<file path="config.mk">
export PLATFORM = sky130hd
export DESIGN_NAME = os_psum_drain_flat
export DESIGN_NICKNAME = d
export VERILOG_FILES = /design/src/rtl/os_psum_drain_if.sv /design/src/rtl/os_psum_drain.sv /design/src/flat_wrapper.sv
export SDC_FILE = /design/constraint.sdc
export NUM_CORES = 1
export LEC_CHECK = 0
export CELL_PAD_IN_SITES_DETAIL_PLACEMENT = 1
export CELL_PAD_IN_SITES_GLOBAL_PLACEMENT = 1
export CORE_ASPECT_RATIO = 1.5
export CORE_MARGIN = 4
export CORE_UTILIZATION = 30
export CTS_CLUSTER_SIZE = 25
export DETAILED_ROUTE_END_ITERATION = 7
export GPL_ROUTABILITY_DRIVEN = 0
export PLACE_DENSITY_LB_ADDON = 0.12
export SLEW_MARGIN = 20
export SYNTH_ARGS = -nofsm -noshare
export SYNTH_HDL_FRONTEND = slang
export SYNTH_SLANG_ARGS = --single-unit
export TNS_END_PERCENT = 5
</file>
<file path="constraint.sdc">
create_clock -name clk -period 26.6 [get_ports clk]
set_input_delay 2.66 -clock clk [delete_from_list [all_inputs] [get_ports clk]]
set_output_delay 2.66 -clock clk [all_outputs]
set_load 0.05 [all_outputs]
</file>
<file path="src/rtl/os_psum_drain_if.sv">
// os_psum_drain output stream bundle.
// Drain side is master, SRAM writer side is slave.
interface os_psum_drain_if #(
  parameter int col     = 8,
  parameter int psum_bw = 16,
  parameter int addr_bw = 6
);
  localparam int cw = (col > 1) ? $clog2(col) : 1;

  logic               out_valid;
  logic               out_ready;
  logic [psum_bw-1:0] out_data;
  logic [cw-1:0]      out_col;
  logic [addr_bw-1:0] out_addr;

  modport master (
    output out_valid,
    output out_data,
    output out_col,
    output out_addr,
    input  out_ready
  );

  modport slave (
    input  out_valid,
    input  out_data,
    input  out_col,
    input  out_addr,
    output out_ready
  );
endinterface

</file>
<file path="src/rtl/os_psum_drain.sv">
// Output-stationary psum row drain.
// Double-buffered capture/drain banks with optional ReLU.
module os_psum_drain #(
  parameter int col     = 8,
  parameter int psum_bw = 16,
  parameter int addr_bw = 6
) (
  input  logic                   clk,
  input  logic                   reset,
  input  logic [col-1:0]         os_ready,
  input  logic [col*psum_bw-1:0] os_output,
  input  logic                   relu_en,
  input  logic                   clr_err,
  os_psum_drain_if.master        out_if,
  output logic                   busy,
  output logic                   overflow
);
  localparam int cw = (col > 1) ? $clog2(col) : 1;

  typedef enum logic {
    IDLE,
    DRAIN
  } state_t;

  state_t             state_q;
  state_t             state_d;
  logic [psum_bw-1:0] cap_d [col];
  logic [col-1:0]     cap_v;
  logic [psum_bw-1:0] drn_d [col];
  logic [cw-1:0]      col_q;
  logic [addr_bw-1:0] addr_q;
  logic               all_v;
  logic               swap;
  logic               fire;
  logic               last;
  logic               ov_hit;

  assign all_v  = &cap_v;
  assign swap   = (state_q == IDLE) && all_v;
  assign fire   = (state_q == DRAIN) && out_if.out_ready;
  assign last   = (col_q == cw'(col - 1));
  // A pulse into the swapping slot refills it, so it is not an overflow.
  assign ov_hit = (|(os_ready & cap_v)) && !swap;

  // State register.
  always_ff @(posedge clk or posedge reset) begin
    if (reset) state_q <= IDLE;
    else       state_q <= state_d;
  end

  // Next-state: swap when the capture bank is full, return after last beat.
  always_comb begin
    state_d = state_q;
    unique case (state_q)
      IDLE:  if (all_v) state_d = DRAIN;
      DRAIN: if (fire && last) state_d = IDLE;
      default: state_d = IDLE;
    endcase
  end

  // Capture bank: first pulse per window wins; swap clears unless refilled.
  always_ff @(posedge clk or posedge reset) begin
    if (reset) begin
      cap_v <= '0;
      for (int i = 0; i < col; i++) cap_d[i] <= '0;
    end else begin
      for (int i = 0; i < col; i++) begin
        if (os_ready[i] && (swap || !cap_v[i]))
          cap_d[i] <= os_output[psum_bw*i +: psum_bw];
        cap_v[i] <= swap ? os_ready[i] : (cap_v[i] | os_ready[i]);
      end
    end
  end

  // Drain bank: copy on swap, ReLU applied at copy time.
  always_ff @(posedge clk or posedge reset) begin
    if (reset) begin
      for (int i = 0; i < col; i++) drn_d[i] <= '0;
    end else if (swap) begin
      for (int i = 0; i < col; i++)
        drn_d[i] <= (relu_en && cap_d[i][psum_bw-1]) ? '0 : cap_d[i];
    end
  end

  // Column walk and row address advance.
  always_ff @(posedge clk or posedge reset) begin
    if (reset) begin
      col_q  <= '0;
      addr_q <= '0;
    end else if (swap) begin
      col_q <= '0;
    end else if (fire) begin
      if (last) addr_q <= addr_q + addr_bw'(1);
      else      col_q  <= col_q + cw'(1);
    end
  end

  // Sticky overflow; a new hit beats a clear.
  always_ff @(posedge clk or posedge reset) begin
    if (reset)        overflow <= 1'b0;
    else if (ov_hit)  overflow <= 1'b1;
    else if (clr_err) overflow <= 1'b0;
  end

  assign out_if.out_valid = (state_q == DRAIN);
  assign out_if.out_data  = out_if.out_valid ? drn_d[col_q] : '0;
  assign out_if.out_col   = col_q;
  assign out_if.out_addr  = addr_q;
  assign busy             = (state_q == DRAIN) || (|cap_v);
endmodule

</file>
<file path="src/flat_wrapper.sv">
// flat-port wrapper written by rule: the top's interface ports become plain ports
module os_psum_drain_flat 
#(
  parameter int col     = 8,
  parameter int psum_bw = 16,
  parameter int addr_bw = 6
)
  (clk, reset, os_ready, os_output, relu_en, clr_err, busy, overflow, out_if_out_valid, out_if_out_data, out_if_out_col, out_if_out_addr, out_if_out_ready);
  os_psum_drain_if #(.col(col), .psum_bw(psum_bw), .addr_bw(addr_bw)) out_if_i ();
  input  logic clk;
  input  logic reset;
  input  logic [col-1:0] os_ready;
  input  logic [col*psum_bw-1:0] os_output;
  input  logic relu_en;
  input  logic clr_err;
  output logic busy;
  output logic overflow;
  output wire logic [$bits(out_if_i.out_valid)-1:0] out_if_out_valid;
  output wire logic [$bits(out_if_i.out_data)-1:0] out_if_out_data;
  output wire logic [$bits(out_if_i.out_col)-1:0] out_if_out_col;
  output wire logic [$bits(out_if_i.out_addr)-1:0] out_if_out_addr;
  input wire logic [$bits(out_if_i.out_ready)-1:0] out_if_out_ready;
  assign out_if_out_valid = out_if_i.out_valid;
  assign out_if_out_data = out_if_i.out_data;
  assign out_if_out_col = out_if_i.out_col;
  assign out_if_out_addr = out_if_i.out_addr;
  assign out_if_i.out_ready = out_if_out_ready;
  os_psum_drain #(.col(col), .psum_bw(psum_bw), .addr_bw(addr_bw)) u_core (.clk(clk), .reset(reset), .os_ready(os_ready), .os_output(os_output), .relu_en(relu_en), .clr_err(clr_err), .out_if(out_if_i), .busy(busy), .overflow(overflow));
endmodule
</file>
==> metrics.json <==
{
  "run_status": {
    "outcome": "complete, no violations"
  },
  "cts": {
    "clkSinkCount": 275,
    "clock_pin_slew_on_the_worst_setup_and_hold_paths_ps": 60,
    "cell_chosen_for_the_clock_root": "sky130_fd_sc_hd__clkbuf_16",
    "buffers_from_clock_root_to_sink_at_most": 3,
    "clock_insertion_delay_worst_skew_ps": 560,
    "post_cts_buffers": 0,
    "cts-hold-fix-buffers": 0,
    "cts_htree_levels": 1,
    "cts-buffers-inserted": 30,
    "cts_tree": "done",
    "cts-resized-gates": 0
  },
  "final_layout": {
    "seq_area_um2": 6890,
    "layout_common_cells": "390 x sky130_fd_sc_hd__nand2_1, 274 x sky130_fd_sc_hd__dfrtp_1, 168 x sky130_fd_sc_hd__clkdlybuf4s50_1",
    "n_fill_cell": 4711,
    "n_antenna_cell": 0,
    "multi_input_comb_area_um2": 5070,
    "postLayoutCoreUtil_pct": 37.6,
    "drive_above_1_share_pct": 8.23,
    "nNetsFinal": 1531,
    "mostFrequentLayoutCell": "sky130_fd_sc_hd__nand2_1",
    "areaGrowthSynthToFinish_pct": 23.6
  },
  "min_path": {
    "hold-path-cell-count": 1,
    "hold_path_startpoint": "u_core.out_if.out_addr[5]",
    "hold_path_class": "register to register",
    "hold-path-endpoint": "u_core.out_if.out_addr[5]"
  },
  "critical_path": {
    "crit_path_max_incr_delay_ps": 850,
    "critical_path.reg2reg.endpoint": "u_core.drn_d[79]",
    "worstSetupEndpointType": "output pin",
    "cell_at_the_slowest_stage_of_the_critical_path": "sky130_fd_sc_hd__dfrtp_4",
    "crit_path_cell_trace": "mux4_2, a22o_1, clkdlybuf4s50_1",
    "data_arrival_time_of_the_critical_path_ps": 3010,
    "cp_num_buf_inv": 1,
    "r2r-start": "u_core.out_if.out_valid",
    "crit_fanout": 35,
    "worst_path_dominant_cell_family": "flip-flops",
    "crit_type": "register to output pin",
    "element_type_at_the_critical_path_start": "register",
    "worst-r2r-setup-slack_ps": 23470,
    "reg2regPathDepth": 4,
    "required_time_of_the_critical_path_ps": 23940
  },
  "timing": {
    "tightestPinTransition_ps": 1100,
    "finClkSkew_ps": 15.0,
    "count_of_final_max_slew_check_failures": 0,
    "fin_hold_ws_ps": 471,
    "max_freq_ghz": 0.176,
    "report.final.setup_viol": 0,
    "slew-limit-headroom_pct": 26.2,
    "finalHoldViolations": 0,
    "timing.setup.tns_ps": 0,
    "min_period_ps": 5670,
    "rsz0062_at_grt": "no",
    "period_share_pct": 21.3
  },
  "route": {
    "ant_nets": 0,
    "route.final.wire_length_um": 42700,
    "detailedRoute.firstPassIterationCount": 4,
    "initialDrtViolationCount": 504,
    "drt_drc_violations_left": 0,
    "post_drt_wl_per_cell_um": 21.6,
    "num_vias": 9555,
    "via_per_inst": 4.84
  },
  "synthesis": {
    "number_of_cells_produced_by_synthesis": 1268,
    "post_synthesis_average_cell_area_um2": 10.1,
    "seq_area_frac_synth_pct": 53.6,
    "syn_area_um2": 12800,
    "synth_area_leaders": "sky130_fd_sc_hd__dfrtp_1 54%, sky130_fd_sc_hd__nand2_1 11%, sky130_fd_sc_hd__mux2i_1 9.5%",
    "synth.lib_cells_used.distinct": 38,
    "ys_warn_count": 0,
    "synth_top_area_share_pct": 53.6,
    "synth-seq-cells": 275,
    "postSynthNetCount": 1412,
    "netlist.top_cell.by_area": "sky130_fd_sc_hd__dfrtp_1"
  },
  "floorplanning": {
    "fp.dieH_um": 261,
    "placeable_core_area_um2": 42200,
    "die_w_um": 177,
    "io_pins": 169,
    "floorplan.initialDensity_pct": 30.4,
    "core.rowCount": 92,
    "dieArea_um2": 46300
  },
  "power": {
    "power.net_switching_mw": 0.879,
    "pwr-share-comb_pct": 42.1,
    "pwr_density_cell_nw_per_um2": 133,
    "power.ir.vdd_worst_v": 0.0000640,
    "p_leak_nw": 7.09,
    "clockPowerShare_pct": 20.0,
    "p_sw_share_pct": 41.7,
    "post-layout-total-power_mw": 2.11,
    "cell_internal_pwr_mw": 1.23,
    "power_frac_seq_pct": 37.9
  },
  "global_route": {
    "grt_usage_pct": 18.4,
    "use_met2_pct": 33.4,
    "globalRouteMet3Util_pct": 2.71,
    "grt_pass1_vias": 10500,
    "grt_busiest_layer": "met2",
    "gr_met1_demand_resource_pct": 22.3,
    "largest_net_degree_at_the_start_of_global_routing": 174,
    "number_of_antenna_violations_at_the_first_check_in_global_routing": 0,
    "grt_pass1_wl_um": 64900,
    "grt_overflow": 0
  },
  "job": {
    "drv.max_cap_violation_count": 0
  },
  "placement": {
    "numPortBuffers": 168,
    "detailedPlacementHpwl_um": 31200
  }
}
## state kept, by name, indices dropped and copies added (netlist names)
signal,flops
u_core.out_if.out_valid,1
u_core.cap_d,128
u_core.out_if.out_addr,6
u_core.drn_d,128
u_core.out_if.out_col,3
u_core.cap_v,8
u_core.overflow,1
## final cells by class
class,instances,share of cell area (%)
timing repair buffer,177,11.1
multi-input combinational,778,31.9
clock buffer,44,5.57
clock inverter,10,0.630
sequential,275,43.4
tap,564,4.44
inverter,125,3.00
## logic make-up (layout without fill, tap and decap cells)
family          Yosys count  after routing  share of synthesized area, %
mux                     163            163                          15.9
xor+xnor                  6              6                         0.409
fa+ha+maj                 3              3                         0.292
simple gates            448            448                          14.4
compound gates          158            158                          8.20
buf+inv                 215            356                          7.21
flops                   275            275                          53.6
## cells in the mapped netlist (all sizes together)
master	count
a21o	1
a21oi	1
a22o	16
a22oi	4
and2	1
and3	1
and4	2
and4b	1
buf	38
clkbuf	52
dfrtp	275
ha	3
inv	125
mux2	9
mux2i	122
mux4	32
nand2	390
nand2b	9
nand3	6
nand3b	2
nand4	3
nor2	5
nor2b	9
nor3	9
nor4	2
o22ai	129
o31a	6
o41a	1
or2	8
xnor2	2
xor2	4
## metrics by stage
step / instance area, um2 / setup WS [ps] / cells
2_1_floorplan: 12800 / 16360 / 1268
3_3_place_gp: 14900 / 21220 / 1919
3_5_place_dp: 14900 / 21190 / 1919
4_1_cts: 15900 / 20580 / 1973
5_1_grt: 15900 / 20750 / 1973
6_report: 15900 / 20930 / 1973
## power by group through the flow
stage | combinational, mW | clock, mW | sequential, mW
after floorplan | 0.685 | 0 | 0.708
after detailed placement | 0.893 | 0 | 0.811
final | 0.888 | 0.421 | 0.799
after CTS | 0.898 | 0.433 | 0.805
after global placement | 0.872 | 0 | 0.813
after global routing | 0.979 | 0.450 | 0.821
## layer usage
layer  vias to the layer above  part of all wire (%)  routed length (um)
met5                         -                     0                   0
met4                         0                   3.4                1440
met3                        53                   4.1                1750
li1                       4484                     -                   -
met2                       193                    53               22500
met1                      4825                    40               17000
## worst max-delay path by stage
| stage | depth (start not counted) | slack [ps] | endpoint | startpoint |
|---|---|---|---|---|
| after global routing | 3 | 20750 | out_if_out_data[2] | u_core.out_if.out_col[0] |
| after floorplan | 1 | 16360 | u_core.cap_d[0] | reset |
| after detailed placement | 3 | 21190 | out_if_out_data[15] | u_core.out_if.out_col[0] |
| final | 3 | 20930 | out_if_out_data[3] | u_core.out_if.out_col[0] |
| after CTS | 3 | 20580 | out_if_out_data[2] | u_core.out_if.out_col[0] |
| after global placement | 3 | 21220 | out_if_out_data[3] | u_core.out_if.out_col[0] |
(Power assumes the default switching activity.)
